==> src/rtl/instr_encoder_pkg.sv <==
// Shared definitions for the RV32I instruction encoder.
// Contents: opcode constants, funct7 values, default NOP word,
// loader state encoding and the instruction format selector.
package instr_encoder_pkg;

    localparam logic [6:0] OPC_OP     = 7'b0110011;
    localparam logic [6:0] OPC_OPIMM  = 7'b0010011;
    localparam logic [6:0] OPC_LUI    = 7'b0110111;
    localparam logic [6:0] OPC_AUIPC  = 7'b0010111;
    localparam logic [6:0] OPC_JAL    = 7'b1101111;
    localparam logic [6:0] OPC_JALR   = 7'b1100111;
    localparam logic [6:0] OPC_BRANCH = 7'b1100011;
    localparam logic [6:0] OPC_LOAD   = 7'b0000011;
    localparam logic [6:0] OPC_STORE  = 7'b0100011;

    localparam logic [2:0] F3_SLL = 3'b001;
    localparam logic [2:0] F3_SRX = 3'b101;

    localparam logic [6:0]  FUNCT7_ALT   = 7'b0100000;
    localparam logic [6:0]  FUNCT7_ZERO  = 7'b0000000;
    localparam logic [31:0] NOP_WORD_DEF = 32'h0000_0013;

    typedef enum logic [1:0] {
        ST_IDLE  = 2'd0,
        ST_LOAD  = 2'd1,
        ST_DRAIN = 2'd2,
        ST_DONE  = 2'd3
    } state_e;

    // FMT_ISH is the I-type shift form (funct7 + shamt).
    typedef enum logic [2:0] {
        FMT_R   = 3'd0,
        FMT_I   = 3'd1,
        FMT_ISH = 3'd2,
        FMT_S   = 3'd3,
        FMT_B   = 3'd4,
        FMT_U   = 3'd5,
        FMT_J   = 3'd6
    } fmt_e;

endpackage

==> src/rtl/instr_encoder_imm_packer.sv <==
// Scatters a decoder-form immediate into its machine-word bit positions.
// Ports: fmt (format select), imm (decoder-form immediate),
//        imm_bits (immediate bits in place, all other bits zero),
//        range_ok (immediate representable in the format).
// Config: ENCODER_RANGE_CHECK_EN enables the representability check;
//         otherwise range_ok is constant 1 and excess bits are dropped.
module instr_encoder_imm_packer
    import instr_encoder_pkg::*;
(
    input  fmt_e        fmt,
    input  logic [31:0] imm,
    output logic [31:0] imm_bits,
    output logic        range_ok
);

    // Bit placement per format.
    always_comb begin
        imm_bits = '0;
        unique case (fmt)
            FMT_I:   imm_bits = {imm[11:0], 20'b0};
            FMT_ISH: imm_bits = {7'b0, imm[4:0], 20'b0};
            FMT_S:   imm_bits = {imm[11:5], 13'b0, imm[4:0], 7'b0};
            FMT_B:   imm_bits = {imm[12], imm[10:5], 13'b0, imm[4:1], imm[11], 7'b0};
            FMT_U:   imm_bits = {imm[31:12], 12'b0};
            FMT_J:   imm_bits = {imm[20], imm[10:1], imm[11], imm[19:12], 12'b0};
            default: imm_bits = '0;
        endcase
    end

`ifdef ENCODER_RANGE_CHECK_EN
    // Signed widths must sign-extend; branch/jump offsets must be even.
    always_comb begin
        range_ok = 1'b1;
        unique case (fmt)
            FMT_I, FMT_S: range_ok = (&imm[31:11]) | ~(|imm[31:11]);
            FMT_ISH:      range_ok = ~(|imm[31:5]);
            FMT_B:        range_ok = ((&imm[31:12]) | ~(|imm[31:12])) & ~imm[0];
            FMT_U:        range_ok = ~(|imm[11:0]);
            FMT_J:        range_ok = ((&imm[31:20]) | ~(|imm[31:20])) & ~imm[0];
            default:      range_ok = 1'b1;
        endcase
    end
`else
    logic unused_imm_lsb;
    assign unused_imm_lsb = imm[0];
    assign range_ok       = 1'b1;
`endif

endmodule

==> src/rtl/instr_encoder.sv <==
// RV32I instruction encoder and instruction-memory loader.
// Ports: clk, rst_n (sync active-low); start/base_addr open a session;
//        in_* command stream (valid/ready, in_last ends session);
//        imem_we/imem_ready/imem_addr/imem_wdata write port;
//        busy, done (1-cycle), word_count, err (sticky per session).
// Config: ENCODER_RANGE_CHECK_EN (see instr_encoder_imm_packer).
module instr_encoder
    import instr_encoder_pkg::*;
#(
    parameter int unsigned ADDR_W   = 12,
    parameter logic [31:0] NOP_WORD = NOP_WORD_DEF
) (
    input  logic              clk,
    input  logic              rst_n,
    input  logic              start,
    input  logic [ADDR_W-1:0] base_addr,
    input  logic              in_valid,
    output logic              in_ready,
    input  logic [6:0]        in_op,
    input  logic [2:0]        in_funct3,
    input  logic              in_alt,
    input  logic [4:0]        in_rd,
    input  logic [4:0]        in_rs1,
    input  logic [4:0]        in_rs2,
    input  logic [31:0]       in_imm,
    input  logic              in_last,
    output logic              imem_we,
    input  logic              imem_ready,
    output logic [ADDR_W-1:0] imem_addr,
    output logic [31:0]       imem_wdata,
    output logic              busy,
    output logic              done,
    output logic [ADDR_W:0]   word_count,
    output logic              err
);

    state_e      state;
    fmt_e        fmt;
    logic        legal;
    logic        range_ok;
    logic [6:0]  funct7;
    logic [31:0] imm_bits;
    logic [31:0] fields;
    logic [31:0] enc_word;
    logic        cmd_bad;
    logic        accept;
    logic        write_done;

    instr_encoder_imm_packer u_imm_packer (
        .fmt      (fmt),
        .imm      (in_imm),
        .imm_bits (imm_bits),
        .range_ok (range_ok)
    );

    // Opcode -> format, plus funct3 legality.
    always_comb begin
        fmt    = FMT_R;
        legal  = 1'b1;
        funct7 = in_alt ? FUNCT7_ALT : FUNCT7_ZERO;
        unique case (in_op)
            OPC_OP:    fmt = FMT_R;
            OPC_OPIMM: fmt = (in_funct3 == F3_SLL || in_funct3 == F3_SRX) ? FMT_ISH : FMT_I;
            OPC_JALR: begin
                fmt   = FMT_I;
                legal = (in_funct3 == 3'b000);
            end
            OPC_LOAD: begin
                fmt   = FMT_I;
                legal = (in_funct3 inside {3'b000, 3'b001, 3'b010, 3'b100, 3'b101});
            end
            OPC_STORE: begin
                fmt   = FMT_S;
                legal = (in_funct3 < 3'b011);
            end
            OPC_BRANCH: begin
                fmt   = FMT_B;
                legal = (in_funct3 != 3'b010) && (in_funct3 != 3'b011);
            end
            OPC_LUI, OPC_AUIPC: fmt = FMT_U;
            OPC_JAL:            fmt = FMT_J;
            default:            legal = 1'b0;
        endcase
    end

    // Non-immediate fields per format; immediate bits are OR-ed in.
    always_comb begin
        fields = '0;
        unique case (fmt)
            FMT_R:        fields = {funct7, in_rs2, in_rs1, in_funct3, in_rd, in_op};
            FMT_I:        fields = {12'b0, in_rs1, in_funct3, in_rd, in_op};
            FMT_ISH:      fields = {funct7, 5'b0, in_rs1, in_funct3, in_rd, in_op};
            FMT_S, FMT_B: fields = {7'b0, in_rs2, in_rs1, in_funct3, 5'b0, in_op};
            FMT_U, FMT_J: fields = {20'b0, in_rd, in_op};
            default:      fields = '0;
        endcase
    end

    assign cmd_bad    = !(legal && range_ok);
    assign enc_word   = cmd_bad ? NOP_WORD : (fields | imm_bits);
    assign in_ready   = (state == ST_LOAD) && (!imem_we || imem_ready);
    assign accept     = in_valid && in_ready;
    assign write_done = imem_we && imem_ready;

    // Session FSM, write register and address/word counters.
    always_ff @(posedge clk) begin
        if (!rst_n) begin
            state      <= ST_IDLE;
            imem_we    <= 1'b0;
            imem_addr  <= '0;
            imem_wdata <= '0;
            busy       <= 1'b0;
            done       <= 1'b0;
            word_count <= '0;
            err        <= 1'b0;
        end else begin
            done <= 1'b0;
            unique case (state)
                ST_IDLE: begin
                    if (start) begin
                        imem_addr  <= base_addr;
                        word_count <= '0;
                        err        <= 1'b0;
                        busy       <= 1'b1;
                        state      <= ST_LOAD;
                    end
                end
                ST_LOAD, ST_DRAIN: begin
                    if (write_done) begin
                        imem_addr  <= imem_addr + ADDR_W'(1);
                        word_count <= word_count + (ADDR_W + 1)'(1);
                        if (&imem_addr) err <= 1'b1;
                    end
                    // accept can only fire in LOAD (in_ready gates on it)
                    if (accept) begin
                        imem_we    <= 1'b1;
                        imem_wdata <= enc_word;
                        if (cmd_bad) err <= 1'b1;
                        if (in_last) state <= ST_DRAIN;
                    end else if (write_done) begin
                        imem_we <= 1'b0;
                    end
                    if (state == ST_DRAIN && write_done) begin
                        busy  <= 1'b0;
                        done  <= 1'b1;
                        state <= ST_DONE;
                    end
                end
                ST_DONE: state <= ST_IDLE;
                default: state <= ST_IDLE;
            endcase
        end
    end

endmodule

==> config.mk <==
export PLATFORM = sky130hd
export DESIGN_NAME = instr_encoder
export DESIGN_NICKNAME = d
export VERILOG_FILES = /design/src/rtl/instr_encoder_pkg.sv /design/src/rtl/instr_encoder_imm_packer.sv /design/src/rtl/instr_encoder.sv
export SDC_FILE = /design/constraint.sdc
export NUM_CORES = 1
export LEC_CHECK = 0
export CAP_MARGIN = 20
export CORE_MARGIN = 2
export CORE_UTILIZATION = 49
export CTS_BUF_LIST = sky130_fd_sc_hd__clkbuf_2 sky130_fd_sc_hd__clkbuf_4 sky130_fd_sc_hd__clkbuf_8
export DETAILED_ROUTE_END_ITERATION = 10
export GPL_ROUTABILITY_DRIVEN = 0
export PLACE_DENSITY_LB_ADDON = 0.05
export SYNTH_ARGS = -nofsm -noshare
export SYNTH_HDL_FRONTEND = slang
export SYNTH_SLANG_ARGS = --single-unit
export TNS_END_PERCENT = 1
==> constraint.sdc <==
create_clock -name clk -period 6.1 [get_ports clk]
set_input_delay 0.61 -clock clk [delete_from_list [all_inputs] [get_ports clk]]
set_output_delay 0.61 -clock clk [all_outputs]
set_load 0.1 [all_outputs]
==> summary.md <==
| Metric | Value |
|---|---|
| Post-Syn Nets | 531 |
| Vias in the first global route | 3563 |
| Final #Nets | 656 |
| First-pass GRT wire length | 16000 µm |
| IO buf count | 137 |
| Detail Placement HPWL | 7440 µm |
| Starting Density | 0.513 |
| Largest net degree at the start of global routing | 46 |
| Syn Std Cell Area | 0.00354 mm² |
| Setup TNS | 0 ns |
| Row count | 30 |
| Crit-path max FO | 5 |
| Final Cycle Share | 0.523 |
| Hold_buf cts | 0 |
| Post-DR vias/cell | 5.57 |
| Skew-Pair Late Insertion Delay | 0.34 ns |
| Die Footprint | 0.00792 mm² |
| # resized after CTS | 0 |
| Status | completed |
| Sequential area share after synthesis | 0.356 |
| FMAX | 0.314 GHz |
| Fraction of registers with async set or reset after synthesis | 0 |
| Max-cap violations | 0 |
| Synth area leader | dfxtp_1 |
| Final clock skew | 0.00665 ns |
| Post-Synthesis Cells | 449 |
| CTS tree | done |
| Primary FF master, synth | dfxtp_1 |
| Final setup viols | 0 |
| Slew HR | 0.311 |
| Commonest non-fill, non-tap cell in the layout | clkdlybuf4s50_1 |
| Total CTS buffers | 9 |
| Final min period | 3.19 ns |
| WP data arrival | 2.58 ns |
| Chip width | 89.0 µm |
| Yosys top cell area share | 0.356 |
| Worst Max-Slew Pin Slew | 1.03 ns |
| Antenna viol nets, final | 0 |
| Worst setup SP type | input port |
| Layout cell share with drive strength beyond 1 | 0.0466 |
| WP data required | 5.49 ns |
| Total GRT Usage | 0.254 |
| Root buf cell | clkbuf_8 |
| Deepest level of the CTS H-tree | 3 |
| Fin cells | 675 |
| Slew Limit Fails | 0 |
| ANT cells | 0 |
| Placed Cells | 659 |
| Die H | 89.0 µm |
| PwrDens | 342 mW/mm² |
| Initial antenna violation count | 0 |
| DRC Markers | 0 |
| Ports | 138 |
| Core area | 0.00691 mm² |
| Leakage power | 1.92 nW |
| Number of synthesized register bits | 63 |
| # Post-CTS Setup Buffers | 0 |
| Maximum root-to-sink buffer count | 2 |
| Post-DR wirelength/cell | 15.1 µm |
| Post-synth EDFFs | 0 |
| Main area contributors after synthesis | dfxtp_1, nand2_1, mux2i_1, o21ai_0, and2_1 |
| Mean Syn Cell Area | 7.88 µm² |
| GRT Residual Overflow | 0 |
| Crit Path Category | in2out |
| Worst R2R Setup Slack | 3.40 ns |
| Most frequent cells in the layout | clkdlybuf4s50_1, dfxtp_1, nand2_1, o21ai_0, nor2_1 |
| Area delta synth->final | 45.8% |
| Min-Delay Path Class | reg2reg |
| Peak supply drop | 0.000335 V |
| Crit end category | output port |
| Unique masters post-synth | 49 |
| First-pass iteration count of the detailed router | 4 |
| Clock sink count | 63 |
| Fin. Hold Viols | 0 |
| DR vias | 3759 |
| Syn. warnings | 0 |
| DR iter-0 viols | 147 |
| RSZ-0062 raised after global routing | no |
| Clk slew on worst S/H paths | 0.07 ns |
| Final WL | 10200 µm |
-- registers in the layout, indices dropped and copies added (netlist names) --
name and count:
busy 1, done 1, err 1, imem_addr 12, imem_wdata 32, imem_we 1
state 2, word_count 13
-- per-stage QoR --
stage / power [W] / utilization / setup WS [ns] / cell area (µm²) / hold WS [ns]
final: 0.00177 / 0.747 / 2.91 / 5160 / 0.451
after detailed placement: 0.00137 / 0.716 / 2.76 / 4950 / 0.440
after global routing: 0.00185 / 0.747 / 2.81 / 5160 / 0.471
after CTS: 0.00177 / 0.747 / 2.90 / 5160 / 0.450
after floorplan: 0.00115 / - / 3.67 / 3540 / 0.528
after global placement: 0.00135 / 0.715 / 2.82 / 4940 / 0.437
-- path summary, 6_finish.rpt --
check,startpoint,to,cells after the start
worst max-delay path,imem_ready,in_ready,4
worst min-delay path,imem_wdata[27],imem_wdata[27],2
worst max register to register,state[0],imem_wdata[31],7
worst min register to register,imem_wdata[27],imem_wdata[27],2
-- routing by layer --
layer / vias to the layer above / GRT usage / wire, µm
met3: 17 / 0.0471 / 717
met5: - / 0 / 0
li1: 1841 / - / -
met1: 1767 / 0.304 / 4230
met2: 134 / 0.449 / 5040
met4: 0 / 0.0991 / 206
-- area by class of cell --
class | count | area, µm²
clock buffers | 10 | 131
clock inverters | 6 | 85.1
fillers | 584 | 1740
inverters | 10 | 37.5
multi-input cells | 349 | 2130
flip-flops and latches | 63 | 1260
well taps | 96 | 120
repair buffers | 141 | 1400
-- where the power goes --
part / switching (W) / total (W) / internal (W)
logic: 0.000609 / 0.000862 / 0.000253
clock network: 0.000163 / 0.000396 / 0.000233
registers: 0.0000521 / 0.000510 / 0.000458
total: 0.000824 / 0.00177 / 0.000944
-- synth_stat cells, drive strengths merged (4+ instances only) --
cell type and n:
a21boi 6, a21oi 25, a221oi 7, a22o 7, a22oi 9, and2 25, and3 8, and3b 4
buf 10, clkbuf 17, dfxtp 63, ha 6, inv 10, mux2i 18, nand2 61, nand3 15
nand4 7, nor2 29, nor2b 15, nor3 7, nor3b 4, o21ai 46, o31ai 14, xor2 9
-- cells by family after synthesis --
family	synth area share
AND/OR/NAND/NOR	0.257
AO/OA/AOI/OAI	0.240
flip-flops	0.356
buffers and inverters	0.0438
multiplexers	0.0541
XOR/XNOR	0.0272
adder cells (fa/ha/maj)	0.0212
-- critical path, cell delays in order --
cell and delay, ns:
clkdlybuf4s50_1 0.56, nand2b_1 0.14, and2_1 0.14, clkdlybuf4s50_1 1.13
(Power assumes the default switching activity.)
